### src/rtl/sram_bist_pkg.sv
// Shared types and March C- element tables for the SRAM BIST controller.
package sram_bist_pkg;

  typedef enum logic [1:0] {ST_IDLE, ST_RUN, ST_DRAIN, ST_DONE} state_e;
  typedef enum logic [1:0] {OP_NOP, OP_RD, OP_WR} op_e;
  typedef logic [2:0] elem_t;

  // Element 6 is the "all ops issued" marker, not a real element.
  localparam elem_t ELEM_END   = 3'd6;
  localparam int    FAIL_CNT_W = 16;

  // Bit i describes March element i (bits 6/7 are the end marker).
  localparam logic [7:0] ELEM_DOWN   = 8'b0001_1000;  // elements 3,4 walk down
  localparam logic [7:0] ELEM_HAS_RD = 8'b0011_1110;  // elements 1..5 read
  localparam logic [7:0] ELEM_HAS_WR = 8'b0001_1111;  // elements 0..4 write
  localparam logic [7:0] ELEM_RD_BG  = 8'b0001_0100;  // r1 in elements 2,4
  localparam logic [7:0] ELEM_WR_BG  = 8'b0000_1010;  // w1 in elements 1,3

  // Two-op elements read in phase 0 and write in phase 1.
  function automatic op_e elem_op(elem_t e, logic ph);
    if (ELEM_HAS_RD[e] && !ph) return OP_RD;
    return OP_WR;
  endfunction

  // True when the op in this phase is the last one at the current address.
  function automatic logic elem_last_op(elem_t e, logic ph);
    return ph || !(ELEM_HAS_RD[e] && ELEM_HAS_WR[e]);
  endfunction

endpackage

### src/rtl/sram_bist_addr_gen.sv
// Up/down address counter with load, step and terminal-count output.
module sram_bist_addr_gen #(
  parameter int P_ADDR_WIDTH = 14
) (
  input  logic                    A_CLK,
  input  logic                    A_RST_N,
  input  logic                    load,
  input  logic                    load_down,
  input  logic                    step,
  input  logic                    down,
  output logic [P_ADDR_WIDTH-1:0] addr,
  output logic                    tc
);

  // Load picks the start end of the range; step walks in the current direction.
  always_ff @(posedge A_CLK or negedge A_RST_N) begin
    if (!A_RST_N)  addr <= '0;
    else if (load) addr <= load_down ? '1 : '0;
    else if (step) addr <= down ? addr - 1'b1 : addr + 1'b1;
  end

  assign tc = down ? (addr == '0) : (addr == '1);

endmodule

### src/rtl/sram_bist_march_ctrl.sv
// March C- BIST controller for a single-port SRAM BIST port.
// Optional macro SRAM_BIST_FAIL_CNT_EN: adds A_FAIL_CNT and runs to
// completion on mismatches; without it the first mismatch aborts to DONE.
module sram_bist_march_ctrl
  import sram_bist_pkg::*;
#(
  parameter int P_DATA_WIDTH = 24,
  parameter int P_ADDR_WIDTH = 14
) (
  input  logic                    A_CLK,
  input  logic                    A_RST_N,
  input  logic                    A_START,
  output logic                    A_BUSY,
  output logic                    A_DONE,
  output logic                    A_FAIL,
  output logic [P_ADDR_WIDTH-1:0] A_FAIL_ADDR,
  output logic [2:0]              A_FAIL_ELEM,
`ifdef SRAM_BIST_FAIL_CNT_EN
  output logic [FAIL_CNT_W-1:0]   A_FAIL_CNT,
`endif
  output logic                    A_BIST_EN,
  output logic                    A_BIST_MEN,
  output logic                    A_BIST_WEN,
  output logic                    A_BIST_REN,
  output logic [P_ADDR_WIDTH-1:0] A_BIST_ADDR,
  output logic [P_DATA_WIDTH-1:0] A_BIST_DIN,
  output logic [P_DATA_WIDTH-1:0] A_BIST_BM,
  input  logic [P_DATA_WIDTH-1:0] A_BIST_DOUT
);

  state_e state_q, state_d;
  elem_t  elem_q, elem_d;
  logic   phase_q, phase_d;
  logic   issue, start_acc, run_d, mis;
  logic   ag_load, ag_step, ag_tc;
  logic [P_ADDR_WIDTH-1:0] ag_addr;
  op_e    op_cur;

  // Compare pipeline: stage 0 tracks the issued read, stage 1 lines up with DOUT.
  logic [1:0]                   vld_pipe;
  logic [1:0]                   exp_pipe;
  logic [1:0][2:0]              elem_pipe;
  logic [1:0][P_ADDR_WIDTH-1:0] addr_pipe;

  assign op_cur = elem_op(elem_q, phase_q);
  assign run_d  = (state_d == ST_RUN) || (state_d == ST_DRAIN);
  assign mis    = vld_pipe[1] && (A_BIST_DOUT != {P_DATA_WIDTH{exp_pipe[1]}});

  sram_bist_addr_gen #(.P_ADDR_WIDTH(P_ADDR_WIDTH)) u_addr_gen (
    .A_CLK     (A_CLK),
    .A_RST_N   (A_RST_N),
    .load      (ag_load),
    .load_down (ELEM_DOWN[elem_d]),
    .step      (ag_step),
    .down      (ELEM_DOWN[elem_q]),
    .addr      (ag_addr),
    .tc        (ag_tc)
  );

  // Next state, op issue and element/phase/address sequencing.
  always_comb begin
    state_d   = state_q;
    elem_d    = elem_q;
    phase_d   = phase_q;
    issue     = 1'b0;
    start_acc = 1'b0;
    ag_load   = 1'b0;
    ag_step   = 1'b0;
    case (state_q)
      ST_IDLE, ST_DONE: if (A_START) begin
        state_d   = ST_RUN;
        start_acc = 1'b1;
        issue     = 1'b1;
      end
      ST_RUN:   if (elem_q == ELEM_END) state_d = ST_DRAIN;
                else                    issue   = 1'b1;
      ST_DRAIN: state_d = ST_DONE;
      default:  state_d = ST_IDLE;
    endcase
`ifndef SRAM_BIST_FAIL_CNT_EN
    // mis can only be set while busy, so this aborts RUN/DRAIN only.
    if (mis) begin
      state_d = ST_DONE;
      issue   = 1'b0;
    end
`endif
    if (issue) begin
      if (elem_last_op(elem_q, phase_q)) begin
        phase_d = 1'b0;
        if (ag_tc) begin
          elem_d  = elem_q + 3'd1;
          ag_load = 1'b1;
        end else begin
          ag_step = 1'b1;
        end
      end else begin
        phase_d = 1'b1;
      end
    end else if (state_d == ST_DONE) begin
      // Park the sequencer at element 0, address 0 ready for the next start.
      elem_d  = '0;
      phase_d = 1'b0;
      ag_load = 1'b1;
    end
  end

  // State and sequencer registers.
  always_ff @(posedge A_CLK or negedge A_RST_N) begin
    if (!A_RST_N) begin
      state_q <= ST_IDLE;
      elem_q  <= '0;
      phase_q <= 1'b0;
    end else begin
      state_q <= state_d;
      elem_q  <= elem_d;
      phase_q <= phase_d;
    end
  end

  // Registered SRAM port: one op per cycle, NOP drives everything low.
  always_ff @(posedge A_CLK or negedge A_RST_N) begin
    if (!A_RST_N) begin
      A_BUSY      <= 1'b0;
      A_BIST_EN   <= 1'b0;
      A_BIST_MEN  <= 1'b0;
      A_BIST_WEN  <= 1'b0;
      A_BIST_REN  <= 1'b0;
      A_BIST_ADDR <= '0;
      A_BIST_DIN  <= '0;
      A_BIST_BM   <= '0;
    end else begin
      A_BUSY      <= run_d;
      A_BIST_EN   <= run_d;
      A_BIST_MEN  <= issue;
      A_BIST_WEN  <= issue && (op_cur == OP_WR);
      A_BIST_REN  <= issue && (op_cur == OP_RD);
      A_BIST_ADDR <= issue ? ag_addr : '0;
      A_BIST_DIN  <= (issue && op_cur == OP_WR && ELEM_WR_BG[elem_q]) ? '1 : '0;
      A_BIST_BM   <= issue ? '1 : '0;
    end
  end

  // Read-compare pipeline; flushed whenever the test is not running.
  always_ff @(posedge A_CLK or negedge A_RST_N) begin
    if (!A_RST_N) begin
      vld_pipe  <= '0;
      exp_pipe  <= '0;
      elem_pipe <= '0;
      addr_pipe <= '0;
    end else begin
      vld_pipe  <= run_d ? {vld_pipe[0], issue && (op_cur == OP_RD)} : 2'b00;
      exp_pipe  <= {exp_pipe[0], ELEM_RD_BG[elem_q]};
      elem_pipe <= {elem_pipe[0], elem_q};
      addr_pipe <= {addr_pipe[0], ag_addr};
    end
  end

  // Sticky result flags; first mismatch wins, all cleared on an accepted start.
  always_ff @(posedge A_CLK or negedge A_RST_N) begin
    if (!A_RST_N) begin
      A_DONE      <= 1'b0;
      A_FAIL      <= 1'b0;
      A_FAIL_ADDR <= '0;
      A_FAIL_ELEM <= '0;
    end else if (start_acc) begin
      A_DONE      <= 1'b0;
      A_FAIL      <= 1'b0;
      A_FAIL_ADDR <= '0;
      A_FAIL_ELEM <= '0;
    end else begin
      if (state_d == ST_DONE && state_q != ST_DONE) A_DONE <= 1'b1;
      if (mis && !A_FAIL) begin
        A_FAIL      <= 1'b1;
        A_FAIL_ADDR <= addr_pipe[1];
        A_FAIL_ELEM <= elem_pipe[1];
      end
    end
  end

`ifdef SRAM_BIST_FAIL_CNT_EN
  // Saturating count of mismatching reads.
  always_ff @(posedge A_CLK or negedge A_RST_N) begin
    if (!A_RST_N)                 A_FAIL_CNT <= '0;
    else if (start_acc)           A_FAIL_CNT <= '0;
    else if (mis && A_FAIL_CNT != '1) A_FAIL_CNT <= A_FAIL_CNT + 1'b1;
  end
`endif

endmodule
### config.mk
export PLATFORM = sky130hd
export DESIGN_NAME = sram_bist_march_ctrl
export DESIGN_NICKNAME = d
export VERILOG_FILES = /design/src/rtl/sram_bist_pkg.sv /design/src/rtl/sram_bist_addr_gen.sv /design/src/rtl/sram_bist_march_ctrl.sv
export SDC_FILE = /design/constraint.sdc
export NUM_CORES = 1
export LEC_CHECK = 0
export ABC_CLOCK_PERIOD_IN_PS = 6670
export BUFFER_PORTS_ARGS = -buffer_cell sky130_fd_sc_hd__buf_2
export CORE_MARGIN = 1
export CORE_UTILIZATION = 52
export CTS_CLUSTER_DIAMETER = 60
export DETAILED_ROUTE_END_ITERATION = 6
export PLACE_DENSITY = 0.78
export SETUP_SLACK_MARGIN = 0.3
export SLEW_MARGIN = 25
export SYNTH_ARGS = -nofsm -noshare
export SYNTH_HDL_FRONTEND = slang
export SYNTH_HIERARCHICAL = 1
export SYNTH_SLANG_ARGS = --single-unit
### constraint.sdc
create_clock -name A_CLK -period 6.67 [get_ports A_CLK]
set_input_delay 0.3335 -clock A_CLK [delete_from_list [all_inputs] [get_ports A_CLK]]
set_output_delay 0.3335 -clock A_CLK [all_outputs]
set_load 0.01 [all_outputs]
==> results.md, run 1 <==
- The area of the mapped netlist is 0.00470 mm2.
- The end point of the worst hold path is A_DONE$_DFFE_PN0P_.
- Gates resized during post-CTS repair numbered 0.
- For this configuration, the core starts out at a cell density of 53.9%.
- The number of antenna violations at the first check in global routing is 0.
- The pin count of the biggest net entering global routing is 50.
- The post-layout net count is 573.
- Data arrives at the worst endpoint at 4.36 ns.
- Using the TritonRoute via totals, the vias-per-cell ratio works out to 5.45.
- Setup repair after global routing left no endpoint under its margin.
- Counting cells, the worst reg-to-reg path comes to 17.
- The max-slew violation total from the final report came to 0.
- Yosys mapped a number of flops with a built-in enable equal to 0.
- The worst-skew pair later-pin latency is 0.36 ns.
- The warning count from the yosys run is 7.
- The main combinational cell family by area after synthesis is simple AND/OR/NAND/NOR gates.
- The most used flip-flop cell after synthesis is sky130_fd_sc_hd__dfrtp_1.
- The final routed wirelength across all metal layers is 9.27 mm.
- The count of cells along the worst hold path is 2.
- The cell area after layout is 0.00523 mm2.
- In this run the clock root is driven by a sky130_fd_sc_hd__clkbuf_8.
- Across the VDD grid, the largest voltage drop is 0.164 mV.
- The clock drives 96 sinks.
- The post-synthesis xor/xnor area fraction is 1.49%.
- The path class of the tightest hold or removal check is primary input to flip-flop.
- The clock skew after layout is 0.0127 ns.
- The total overflow left after global routing is 0.
- Across every metal layer, demand over resource in global routing totals 20.6%.
- The kind of critical path is flip-flop to flip-flop.
- The total I/O pin count is 113.
- The width of the die is 97.1 um.
- The worst setup slack for register-to-register paths is 2.57 ns.
- The worst relative slew slack is 47.9%.
- The routed layout has 3483 vias.
- The detailed router finished its first iteration with 197 violations.
- The count of input and output buffers is 112.
- Clock-pin slew was measured on the worst setup and hold paths at 0.10 ns.
- After detailed routing, the number of remaining DRC violations is 0.
- The end of the worst register-to-register path is u_addr_gen/addr[12]$_DFFE_PN0P_.
- Once detail routing completed, the nets flagged for antenna violations numbered 0.
- The relative area change from synthesis to final layout is 11.3%.
- The adder and majority gate portion of the synthesized area is 5.48%.
- Of all nets on the critical path, the largest fanout is 27.
- Once detailed placement completed, the half-perimeter wirelength came to 6.78 mm.
- In this run the critical register-to-register path is launched from elem_q[0]$_DFF_PN0_.
- For the pin with the worst max-slew slack, the measured transition is 0.780 ns.
- The register area share after synthesis is 51.1%.
- The y dimension of the die is 97.1 um.
- In this run the cell area measured after placement is 0.00502 mm2.
- STA puts the critical path data required time at 6.94 ns.
- The clock period could shrink to 4.10 ns.
- Summing the areas of all compound-gate instances in the mapped netlist gives 12.8% of the synthesized area.
- The kind of end point of the critical path is a flip-flop.
- The mux contribution to synthesized area is 1.06%.
- The floorplan has 34 rows.
- The post-synthesis register bit count is 96.
- The number of setup violations in the final report is 0.
- The reported max-cap violation count is 0.
- The proportion of synthesized flip-flops having asynchronous set or reset is 100%.
- In this run the most critical hold path is launched from A_START.
- In this run the number of H-tree levels came out at 3.
- TritonCTS built the clock tree.
- Routability-driven placement finished with a final weighted congestion of 0.879.
- The die covers 0.00943 mm2.
- In the synthesized netlist, the number of instances is 462.
- The worst setup path is launched from a flip-flop.
- The power density over the cells is 473 mW/mm2.
- The first-pass detailed-route iteration total is 4.
- The via count of the first global-routing pass is 3258.
- The number of failing hold endpoints at the final stage came to 0.
- The repair_antennas step left the layout with diodes totalling 0.
- The flow ran to the end, and the final reports show no timing, DRC or antenna violations.
- The net count of the mapped netlist is 509.
- The part of the cycle the worst path needs is 61.4%.
- Synthesis instantiated 53 different standard cells from the library.
- The sum of negative setup slack is 0 ns.
- The share of post-route cells with drive strength above 1 is 26.7%.
- For this run, the top clock speed supported by timing is 244 MHz.
- Buffers inserted during clock tree synthesis total 9.
- The static leakage power is 2.51 nW.
- The total area inside the core boundary comes to 0.00872 mm2.
- Dividing the synthesized area by the synthesized cell count gives 10.2 um2.
- Summing the areas of all and, or, nand and nor instances in the mapped netlist gives 16.8% of the synthesized area.
- The first global-routing pass estimated 15.6 mm of wire.
- Counting along the longest clock path gives a buffer depth of 2.
- The average wire per standard cell is 14.5 um.
==> worst max-delay path, stage by stage, from the launching register on <==
cell	delay, ns
sky130_fd_sc_hd__dfrtp_1	0.47
sky130_fd_sc_hd__inv_1	0.14
sky130_fd_sc_hd__ha_1	0.23
sky130_fd_sc_hd__nand2_1	0.07
sky130_fd_sc_hd__o21ai_1	0.07
sky130_fd_sc_hd__buf_4	0.21
sky130_fd_sc_hd__inv_1	0.14
sky130_fd_sc_hd__nand4_1	0.10
sky130_fd_sc_hd__or4_1	0.52
sky130_fd_sc_hd__nand2_1	0.15
sky130_fd_sc_hd__inv_1	0.07
sky130_fd_sc_hd__a21oi_1	0.37
sky130_fd_sc_hd__mux2_4	0.42
sky130_fd_sc_hd__o2bb2ai_2	0.12
sky130_fd_sc_hd__mux2_4	0.22
sky130_fd_sc_hd__nand2b_1	0.30
sky130_fd_sc_hd__o31ai_1	0.13
sky130_fd_sc_hd__nor3b_1	0.25
==> cell families (layout without fill, tap and decap cells) <==
| kind of cell | count (synthesis) | after routing |
|---|---|---|
| AO/OA/AOI/OAI | 97 | 97 |
| flip-flops | 96 | 96 |
| adder cells (fa/ha/maj) | 20 | 20 |
| buffers and inverters | 93 | 162 |
| multiplexers | 4 | 4 |
| AND/OR/NAND/NOR | 144 | 144 |
| XOR/XNOR | 8 | 8 |
==> metrics by stage <==
step	cells	utilization, %	setup WS [ns]	hold slack (ns)	power, mW
CTS	639	59.9	2.67	0.205	2.49
global route	639	60.0	2.32	0.220	2.67
detailed placement	622	57.5	2.71	0.335	2.12
finish	639	60.0	2.57	0.218	2.48
floorplan	462	-	2.68	0.0379	1.85
global placement	622	57.5	2.84	0.333	2.08
==> state kept, by name (all words and copies together), names as in the netlist <==
| signal | flops |
|---|---|
| A_BIST_ADDR | 14 |
| A_BIST_BM | 1 |
| A_BIST_DIN | 1 |
| A_BIST_EN | 1 |
| A_BIST_REN | 1 |
| A_BIST_WEN | 1 |
| A_DONE | 1 |
| A_FAIL | 1 |
| A_FAIL_ADDR | 14 |
| A_FAIL_ELEM | 3 |
| addr_pipe | 28 |
| elem_pipe | 6 |
| elem_q | 3 |
| exp_pipe | 2 |
| phase_q | 1 |
| state_q | 2 |
| u_addr_gen/addr | 14 |
| vld_pipe | 2 |
==> layout by cell type (no fill, tap or decap), types with 5 or more instances in the layout <==
cell type	Yosys	final
sky130_fd_sc_hd__nand2_1	16	16
sky130_fd_sc_hd__nand2b_1	5	5
sky130_fd_sc_hd__ha_1	19	19
sky130_fd_sc_hd__clkbuf_8	0	9
sky130_fd_sc_hd__nand4_1	8	8
sky130_fd_sc_hd__buf_2	0	111
sky130_fd_sc_hd__nor2b_1	5	5
sky130_fd_sc_hd__o21ai_0	33	32
sky130_fd_sc_hd__a21oi_1	26	26
sky130_fd_sc_hd__nand3_1	30	30
sky130_fd_sc_hd__inv_1	30	30
sky130_fd_sc_hd__nor4_1	9	9
sky130_fd_sc_hd__nor3_1	8	7
sky130_fd_sc_hd__dfrtp_1	96	96
sky130_fd_sc_hd__o21a_1	6	6
sky130_fd_sc_hd__and2_1	20	20
sky130_fd_sc_hd__nor2_1	21	21
==> synth_stat cells (2+ instances only) <==
library cell | count | area [um2]
sky130_fd_sc_hd__and2_1 | 20 | 125
sky130_fd_sc_hd__xnor2_1 | 4 | 35.0
sky130_fd_sc_hd__a21o_1 | 2 | 15.0
sky130_fd_sc_hd__nor3_1 | 8 | 40.0
sky130_fd_sc_hd__a21oi_1 | 26 | 130
sky130_fd_sc_hd__o211ai_1 | 3 | 22.5
sky130_fd_sc_hd__o21bai_1 | 4 | 30.0
sky130_fd_sc_hd__nand3_1 | 30 | 150
sky130_fd_sc_hd__xor2_1 | 4 | 35.0
sky130_fd_sc_hd__o21a_1 | 6 | 45.0
sky130_fd_sc_hd__dfrtp_1 | 96 | 2400
sky130_fd_sc_hd__nor4_1 | 9 | 56.3
sky130_fd_sc_hd__mux2_4 | 2 | 30.0
sky130_fd_sc_hd__o31ai_1 | 3 | 22.5
sky130_fd_sc_hd__nand2b_1 | 5 | 31.3
sky130_fd_sc_hd__a211oi_1 | 4 | 30.0
sky130_fd_sc_hd__and3_1 | 4 | 25.0
sky130_fd_sc_hd__nor2_1 | 21 | 78.8
sky130_fd_sc_hd__ha_1 | 19 | 238
sky130_fd_sc_hd__o21ai_0 | 33 | 165
sky130_fd_sc_hd__a21boi_0 | 2 | 15.0
sky130_fd_sc_hd__nand2_1 | 16 | 60.1
sky130_fd_sc_hd__nor3b_1 | 4 | 30.0
sky130_fd_sc_hd__nor4b_1 | 2 | 17.5
sky130_fd_sc_hd__buf_4 | 48 | 360
sky130_fd_sc_hd__nand4_1 | 8 | 50.1
sky130_fd_sc_hd__mux2i_1 | 2 | 20.0
sky130_fd_sc_hd__buf_1 | 4 | 15.0
sky130_fd_sc_hd__inv_1 | 30 | 113
sky130_fd_sc_hd__clkbuf_1 | 10 | 37.5
sky130_fd_sc_hd__o21ai_1 | 3 | 15.0
sky130_fd_sc_hd__or3_1 | 4 | 25.0
sky130_fd_sc_hd__or4_1 | 2 | 15.0
sky130_fd_sc_hd__nor2b_1 | 5 | 31.3
==> per-layer routing <==
layer	vias to the layer above	global-route usage, %	wire (um)
li1	1684	-	-
met1	1669	28.7	4200
met2	118	33.8	4480
met3	12	3.31	494
met4	0	5.40	91
met5	-	0	0
==> worst max-delay path by stage <==
stage                                    start                         endpoint  slack (ns)  cells after the start
final                      elem_q[0]$_DFF_PN0_  u_addr_gen/addr[12]$_DFFE_PN0P_        2.57                     17
after global routing       elem_q[0]$_DFF_PN0_  u_addr_gen/addr[12]$_DFFE_PN0P_        2.32                     18
after CTS                  elem_q[0]$_DFF_PN0_  u_addr_gen/addr[12]$_DFFE_PN0P_        2.67                     17
after detailed placement   elem_q[0]$_DFF_PN0_  u_addr_gen/addr[12]$_DFFE_PN0P_        2.71                     17
after global placement    state_q[0]$_DFF_PN0_  u_addr_gen/addr[13]$_DFFE_PN0P_        2.84                     12
after floorplan            elem_q[0]$_DFF_PN0_  u_addr_gen/addr[12]$_DFFE_PN0P_        2.68                     17
==> final cells by class <==
type                       count  area (um2)
fill                         703        3490
clock inverter                 7        73.8
inverter                      31         121
tap                          108         135
sequential                    96        2400
multi-input combinational    273        1790
clock buffer                   9         124
timing repair buffer         115         588
==> report_power, final <==
group,switching (mW),internal [mW]
Sequential,0.182,0.835
Combinational,0.651,0.442
Clock,0.220,0.148
Total,1.05,1.42
==> what timing repair did <==
| action | CTS | global route |
|---|---|---|
| setup buffers | 0 | 0 |
| endpoints found under the hold margin | 18 | 0 |
| endpoints found under the setup margin | 0 | 0 |
| hold buffers | 1 | 0 |
(Power assumes the default switching activity.)
==> run 2, diff against run 1 <==
Settings changed: ABC_AREA set to 1, ABC_CLOCK_PERIOD_IN_PS 6670 to 3500, CORE_UTILIZATION 52 to 49, PLACE_DENSITY 0.78 to 0.77.
Clock period 6.67 ns to 3.5 ns, I/O delays scaled along.
==> results.md, run 2 <==
- addr_pipe holds more flip-flops than any other register.
- The clock transition at the registers of the reported paths is 0.09 ns (about the same).
- Ranked by instance count, the synthesized netlist is headed by sky130_fd_sc_hd__nand2_1, sky130_fd_sc_hd__dfrtp_1, sky130_fd_sc_hd__nor2_1.
- The final routed wirelength across all metal layers is 9.34 mm (+0.75%).
- The standard cell with the maximum stage delay on the critical path is sky130_fd_sc_hd__dfrtp_1.
- The share of post-route cells with drive strength above 1 came to 27.1% (+0.31 points).
- The pin count of the biggest net entering global routing is 72 (+44%).
- The number of failing hold endpoints at the final stage is 0 (unchanged).
- The antenna cell count is 0 (unchanged).
- The number of DRC violations after detailed-routing iteration 0 came to 215 (+9.1%).
- The max-slew violation total from the final report is 0 (unchanged).
- The clock tree root buffer cell is sky130_fd_sc_hd__clkbuf_8.
- The run finished, with violations left.
- The final standard cell utilization of the core is 56.4% (-3.6 points).
- The first-pass detailed-route iteration total is 7 (+3).
- The kind of critical path is flip-flop to flip-flop.
- The worst-skew pair later-pin latency is 0.36 ns (about the same).
- The post-layout net count came to 675 (+18%).
- The number of setup violations in the final report came to 0 (unchanged).
- The via count of the first global-routing pass is 3432 (+5.3%).
- The clock skew after layout was 0.00861 ns (-0.00412 ns).
- The number of flip-flops under the largest register name came to 28 (unchanged).
- The area of the core is 0.00968 mm2 (+11%).
- Relative to the synthesized area, the layout overhead comes to 12.2%.
- The count of fill cells added during filler insertion is 855 (+22%).
- The post-synthesis register bit count was 96 (unchanged).
- The placer's final routability congestion estimate is 0.913 (+3.9%).
- The average wire per standard cell was 12.2 um (-16%).
- The proportion of synthesized flip-flops having asynchronous set or reset is 100% (unchanged).
- The net count of the mapped netlist was 601 (+18%).
- The worst hold-check slack is 0.00821 ns (-0.209 ns).
- The worst-margin pin slew was 0.827 ns (+0.0472 ns).
- The total congestion overflow after global routing is 0 (unchanged).
- The fmax is 333 MHz (+37%).
- The data required time at the worst endpoint was 3.75 ns (-3.19 ns).
- The number of enable-type register cells in the synthesized netlist is 0 (unchanged).
- The total I/O pin count is 113 (unchanged).
- The number of core rows is 36 (+5.9%).
- The initial standard-cell utilization of the core was 50.3% (-3.6 points).
- The via count normalized by instance count is 4.89 (-10%).
- The area of the mapped netlist is 0.00487 mm2 (+3.5%).
- The worst-case clock buffer depth was 2 (unchanged).
- The sum of buffers and inverters on the critical path is 4 (unchanged).
- In this run the worst hold path is classified as primary input to flip-flop.
- The delay of the slowest cell on the worst path is 0.42 ns (-0.10 ns).
- The worst relative slew slack is 44.9% (-3.0 points).
- sky130_fd_sc_hd__dfrtp_1 takes more of the synthesized area than any other cell.
- The antenna violation net count after detailed routing is 0 (unchanged).
- The y dimension of the die came to 102 um (+4.7%).
- The number of placed cells counting well taps was 746 (+20%).
- After synthesis, the cell types taking the most area are sky130_fd_sc_hd__dfrtp_1, sky130_fd_sc_hd__nand2_1, sky130_fd_sc_hd__buf_4.
- The commonest non-fill, non-tap cell in the layout is sky130_fd_sc_hd__nand2_1.
- The sum of negative setup slack is 0 ns (unchanged).
- The overall via count from detail_route was 3740 (+7.4%).
- STA classifies the critical path startpoint as a flip-flop.
- The gate count of the mapped netlist is 554 (+20%).
- The final critical path time including I/O delays and setup is 3.00 ns (-1.10 ns).
- The number of unique standard cell types used by synthesis is 41 (-23%).
- The average instance area after synthesis is 8.79 um2 (-14%).
- The maximum net fanout on the critical path came to 6 (-78%).
- The remaining design rule violation count is 1 (+1).
- The final instance count without filler cells is 765 (+20%).
- The share of the synthesized area in the top cell type is 49.3% (-1.7 points).
- The clock buffer count from CTS is 9 (unchanged).
- The pre-CTS worst setup slack came to 0.255 ns (-2.45 ns).
- The area of the die is 0.0103 mm2 (+9.7%).
- The post-layout worst setup margin is 0.501 ns (-2.07 ns).
- The register area share after synthesis is 49.3% (-1.7 points).
- The worst supply voltage drop on vdd is 0.238 mV (+45%).
- The checks that failed: design-rule violations.
- The critical path goes through buf_4 > ha_1 > nor2_1 > nor2_2 > nor2_1 > nand3_1 > o41ai_4 > buf_4 > nand2_1 > a21oi_4 > inv_1 > nand2_1 > inv_1 > a221o_1.
- The arrival time at the worst endpoint is 3.25 ns (-1.11 ns).
- Setup repair after global routing could not meet its margin everywhere.
- Yosys instantiated no cell more often than sky130_fd_sc_hd__nand2_1.
- The TritonCTS clock tree is done.
- Leaving out fill and tap cells, the most frequent cells in the layout are sky130_fd_sc_hd__nand2_1, sky130_fd_sc_hd__buf_2, sky130_fd_sc_hd__dfrtp_1, sky130_fd_sc_hd__inv_1, sky130_fd_sc_hd__nor2_1.
- The warning count from the yosys run is 7 (unchanged).
- The total global routing track utilization was 19.2% (-1.4 points).
- The number of antenna violations at the first check in global routing is 0 (unchanged).
- The HPWL reported at the end of detailed placement is 7.03 mm (+3.7%).
- The power density over the cells is 592 mW/mm2 (+25%).
- The primary flip-flop cell chosen by synthesis mapping is sky130_fd_sc_hd__dfrtp_1.
- The H-tree level count is 3 (unchanged).
- The count of input and output buffers was 112 (unchanged).
- The static leakage power is 3.11 nW (+24%).
- The global-route wire length before repair was 15.4 mm (-1.2%).
- The width of the die was 102 um (+4.7%).
- The clock sink count is 96 (unchanged).
- The reported max-cap violation count is 0 (unchanged).
- The part of the cycle the worst path needs is 85.7% (+24 points).
- Broken down by cell family, the worst path's largest delay share belongs to compound AO/OA/AOI/OAI gates.
- The kind of end point of the critical path is a flip-flop.
-- run 2: power breakdown --
part	internal, mW	leakage [nW]	switching, mW
clock network	0.332	0.101	0.373
registers	1.32	1.28	0.159
logic	0.383	1.73	0.668
-- run 2: through the flow --
step	power [mW]	area, um2
floorplan	2.33	4880
global placement	2.50	5200
detailed placement	2.53	5200
CTS	3.23	5420
global route	3.46	5460
finish	3.23	5460
-- run 2: routing by layer --
layer / track usage (%) / up-vias / share of wire [%]
met5: 0 / - / 0
met2: 32.1 / 126 / 48
met1: 25.5 / 1744 / 46
met3: 4.07 / 10 / 5.1
met4: 4.91 / 0 / 1.0
li1: - / 1860 / -
-- run 2: timing repair --
action / CTS / global route
gates resized for setup: 1 / 9
hold buffers: 1 / 0
endpoints found under the hold margin: 70 / 0
pin swaps: 0 / 1
endpoints found under the setup margin: 5 / 14
setup buffers: 0 / 3
-- run 2: final timing paths --
path,from,to,cells past startpoint,slack (ns)
max reg2reg,elem_q[0]$_DFF_PN0_,u_addr_gen/addr[1]$_DFFE_PN0P_,14,0.50
max in group asynchronous,A_RST_N,phase_q$_DFFE_PN0P_,3,2.21
max,elem_q[0]$_DFF_PN0_,u_addr_gen/addr[1]$_DFFE_PN0P_,14,0.50
min reg2reg,addr_pipe[8]$_DFF_PN0_,addr_pipe[22]$_DFF_PN0_,0,0.35
min in group asynchronous,A_RST_N,addr_pipe[26]$_DFF_PN0_,2,0.46
min,A_START,A_DONE$_DFFE_PN0P_,2,0.008
-- run 2: kinds of logic after synthesis --
group / Yosys count / synth area share, %
adder cells (fa/ha/maj): 20 / 5.29
AND/OR/NAND/NOR: 262 / 24.0
flip-flops: 96 / 49.3
buffers and inverters: 118 / 13.7
XOR/XNOR: 5 / 0.899
AO/OA/AOI/OAI: 53 / 6.68
-- run 2: final cells by class --
class	instances	area, um2	share of cell area [%]
Inverter	61	236	4.33
Clock inverter	6	68.8	1.26
Timing Repair Buffer	120	626	11.5
Clock buffer	9	124	2.27
Sequential cell	96	2400	44.0
Tap cell	133	166	3.05
Multi-Input combinational cell	340	1840	33.6
==> run 3, diff against run 2 <==
Settings changed: REMOVE_ABC_BUFFERS set to 1.
==> results.md, run 3 (synthesized netlist as in run 2, its figures left out) <==
- The H-tree level count is 3 (unchanged).
- The critical path goes through inv_1 > ha_1 > nor2_2 > nor2_1 > nor2_1 > nand3_1 > o41ai_2 > buf_4 > nand2_1 > a21oi_2 > inv_1 > nand2_1 > inv_1 > a221o_1.
- The worst supply voltage drop on vdd is 0.233 mV (-2.2%).
- The number of core rows is 36 (unchanged).
- The antenna cell count is 0 (unchanged).
- The average wire per standard cell is 12.9 um (+5.9%).
- The register containing the most flip-flops in the final layout is addr_pipe.
- The sum of negative setup slack came to 0 ns (unchanged).
- The number of failing hold endpoints at the final stage was 0 (unchanged).
- The share of post-route cells with drive strength above 1 is 27.2% (+0.16 points).
- The clock network fraction of total power came to 21.1% (-0.7 points).
- The count of input and output buffers is 112 (unchanged).
- The worst-skew pair later-pin latency is 0.37 ns (about the same).
- In the layout the commonest cells are sky130_fd_sc_hd__nand2_1, sky130_fd_sc_hd__buf_2, sky130_fd_sc_hd__dfrtp_1, sky130_fd_sc_hd__inv_1, sky130_fd_sc_hd__nor2_1.
- The via count normalized by instance count is 4.99 (+2.1%).
- The worst-margin pin slew is 0.809 ns (-0.0178 ns).
- The clock tree root buffer cell is sky130_fd_sc_hd__clkbuf_8.
- The switching portion of total power came to 39.2% (+2.1 points).
- By instance count, the cell type seen most on the critical path is sky130_fd_sc_hd__inv_1.
- The power density over the cells is 599 mW/mm2 (+1.2%).
- The number of flip-flops under the largest register name came to 28 (unchanged).
- The number of antenna violations at the first check in global routing is 0 (unchanged).
- The clock buffer count from CTS is 9 (unchanged).
- The total I/O pin count is 113 (unchanged).
- The worst hold-check slack is 0.0326 ns (+0.0244 ns).
- The fmax is 336 MHz (+0.75%).
- The reported max-cap violation count is 0 (unchanged).
- The data required time at the worst endpoint is 3.75 ns (about the same).
- The sum of buffers and inverters on the critical path came to 4 (unchanged).
- The cell internal power dissipation is 1.99 mW (-2.1%).
- The total congestion overflow after global routing is 0 (unchanged).
- The power consumption is 3.27 mW (+1.2%).
- The relative area change from synthesis to final layout was 12.2% (about the same).
- The total global routing track utilization is 19.8% (+0.59 points).
- The run finished with clean final reports.
- The count of fill cells added during filler insertion is 843 (-1.4%).
- The number of DRC violations after detailed-routing iteration 0 is 318 (+48%).
- Setup repair after global routing left no endpoint under its margin.
- The clock skew after layout was 0.0108 ns (+0.00220 ns).
- The final critical path time including I/O delays and setup is 2.98 ns (-0.0223 ns).
- The delay of the slowest cell on the worst path is 0.44 ns (+0.02 ns).
- The arrival time at the worst endpoint is 3.23 ns (-0.02 ns).
- The area of the core came to 0.00968 mm2 (unchanged).
- The clock transition at the registers of the reported paths was 0.10 ns (about the same).
- TritonCTS built the clock tree.
- The initial standard-cell utilization of the core is 50.3% (unchanged).
- The max-slew violation total from the final report is 0 (unchanged).
- The pin count of the biggest net entering global routing is 97 (+35%).
- The kind of launch point of the worst setup path is a flip-flop.
- The class of the most critical hold timing path is primary input to flip-flop.
- The setup path with the least slack is of type flip-flop to flip-flop.
- For this design, the slowest cell found on the critical path is sky130_fd_sc_hd__dfrtp_1.
- The part of the cycle the worst path needs was 85.1% (-0.64 points).
- The width of the die is 102 um (unchanged).
- The first-pass detailed-route iteration total is 5 (-2).
- The placer's final routability congestion estimate came to 0.906 (-0.81%).
- The via count of the first global-routing pass is 3479 (+1.4%).
- The global-route wire length before repair came to 15.9 mm (+3.4%).
- The remaining design rule violation count is 0 (-1).
- The static leakage power is 3.09 nW (-0.92%).
- The clock sink count is 96 (unchanged).
- The y dimension of the die is 102 um (unchanged).
- The worst-case clock buffer depth is 2 (unchanged).
- The HPWL reported at the end of detailed placement is 7.32 mm (+4.2%).
- The share of total power in sequential cells is 45.2% (-0.5 points).
- The proportion of power drawn by combinational gates is 33.7% (+1.2 points).
- The final routed wirelength across all metal layers came to 9.89 mm (+5.9%).
- The switching component of the power is 1.28 mW (+6.9%).
- The maximum net fanout on the critical path was 6 (unchanged).
- The commonest non-fill, non-tap cell in the layout is sky130_fd_sc_hd__nand2_1.
- The area of the die is 0.0103 mm2 (unchanged).
- The worst relative slew slack is 46.1% (+1.2 points).
- Grouping stages by cell kind, the critical path spends the most delay in compound AO/OA/AOI/OAI gates.
- STA classifies the critical path endpoint as a flip-flop.
- The antenna violation net count after detailed routing was 0 (unchanged).
- The post-layout net count is 674 (-0.15%).
- The overall via count from detail_route came to 3819 (+2.1%).
- The number of setup violations in the final report came to 0 (unchanged).
-- run 3: stage by stage --
stage / utilization (%) / setup WS (ns) / cell area, um2 / instances
CTS: 55.8 / 0.313 / 5410 / 763
floorplan: - / 0.300 / 4430 / 497
global route: 56.4 / 0.259 / 5460 / 765
global placement: 53.6 / 0.545 / 5190 / 746
finish: 56.4 / 0.523 / 5460 / 765
detailed placement: 53.7 / 0.308 / 5200 / 746
-- run 3: worst paths after layout --
check | from | endpoint | slack [ns] | depth (start not counted)
setup / recovery | elem_q[1]$_DFF_PN0_ | u_addr_gen/addr[1]$_DFFE_PN0P_ | 0.52 | 14
hold / removal | A_START | A_DONE$_DFFE_PN0P_ | 0.03 | 2
setup reg to reg | elem_q[1]$_DFF_PN0_ | u_addr_gen/addr[1]$_DFFE_PN0P_ | 0.52 | 14
hold reg to reg | addr_pipe[2]$_DFF_PN0_ | addr_pipe[16]$_DFF_PN0_ | 0.36 | 0
max in group asynchronous | A_RST_N | elem_pipe[4]$_DFF_PN0_ | 2.52 | 2
min in group asynchronous | A_RST_N | A_FAIL_ADDR[8]$_DFFE_PN0P_ | 0.43 | 2
-- run 3: per-layer routing --
layer | global-route usage, % | wire [um]
met1 | 24.1 | 4200
met2 | 34.1 | 5040
met3 | 3.93 | 441
met4 | 8.58 | 208
met5 | 0 | 0
-- run 3: power by group through the flow --
stage                     Clock [mW]  Combinational [mW]  Sequential [mW]
after CTS                      0.706                1.05             1.48
after detailed placement           0                1.05             1.50
after floorplan                    0               0.511             1.58
after global placement             0                1.00             1.49
final                          0.689                1.10             1.48
after global routing           0.753                1.20             1.51
-- run 3: area by class of cell --
| class | count | area [um2] | share of cell area, % |
|---|---|---|---|
| clock buffers | 9 | 124 | 2.27 |
| clock inverters | 7 | 73.8 | 1.35 |
| inverters | 61 | 236 | 4.33 |
| multi-input cells | 340 | 1840 | 33.6 |
| flip-flops and latches | 96 | 2400 | 44.0 |
| well taps | 133 | 166 | 3.05 |
| repair buffers | 119 | 622 | 11.4 |
-- run 3: timing repair --
item / CTS / global route
resized for setup: 1 / 11
setup buffers: 0 / 2
hold buffers: 1 / 0
setup endpoints to repair: 4 / 14
endpoints found under the hold margin: 96 / 0
pin swaps: 0 / 1
-- run 3: worst reg2reg max path: stages, from the launching register on --
cell and delay [ns]:
sky130_fd_sc_hd__dfrtp_1 0.44, sky130_fd_sc_hd__inv_1 0.10, sky130_fd_sc_hd__ha_1 0.22, sky130_fd_sc_hd__nor2_2 0.14, sky130_fd_sc_hd__nor2_1 0.08, sky130_fd_sc_hd__nor2_1 0.15
sky130_fd_sc_hd__nand3_1 0.11, sky130_fd_sc_hd__o41ai_2 0.23, sky130_fd_sc_hd__buf_4 0.19, sky130_fd_sc_hd__nand2_1 0.09, sky130_fd_sc_hd__a21oi_2 0.30, sky130_fd_sc_hd__inv_1 0.16
sky130_fd_sc_hd__nand2_1 0.18, sky130_fd_sc_hd__inv_1 0.15, sky130_fd_sc_hd__a221o_1 0.32
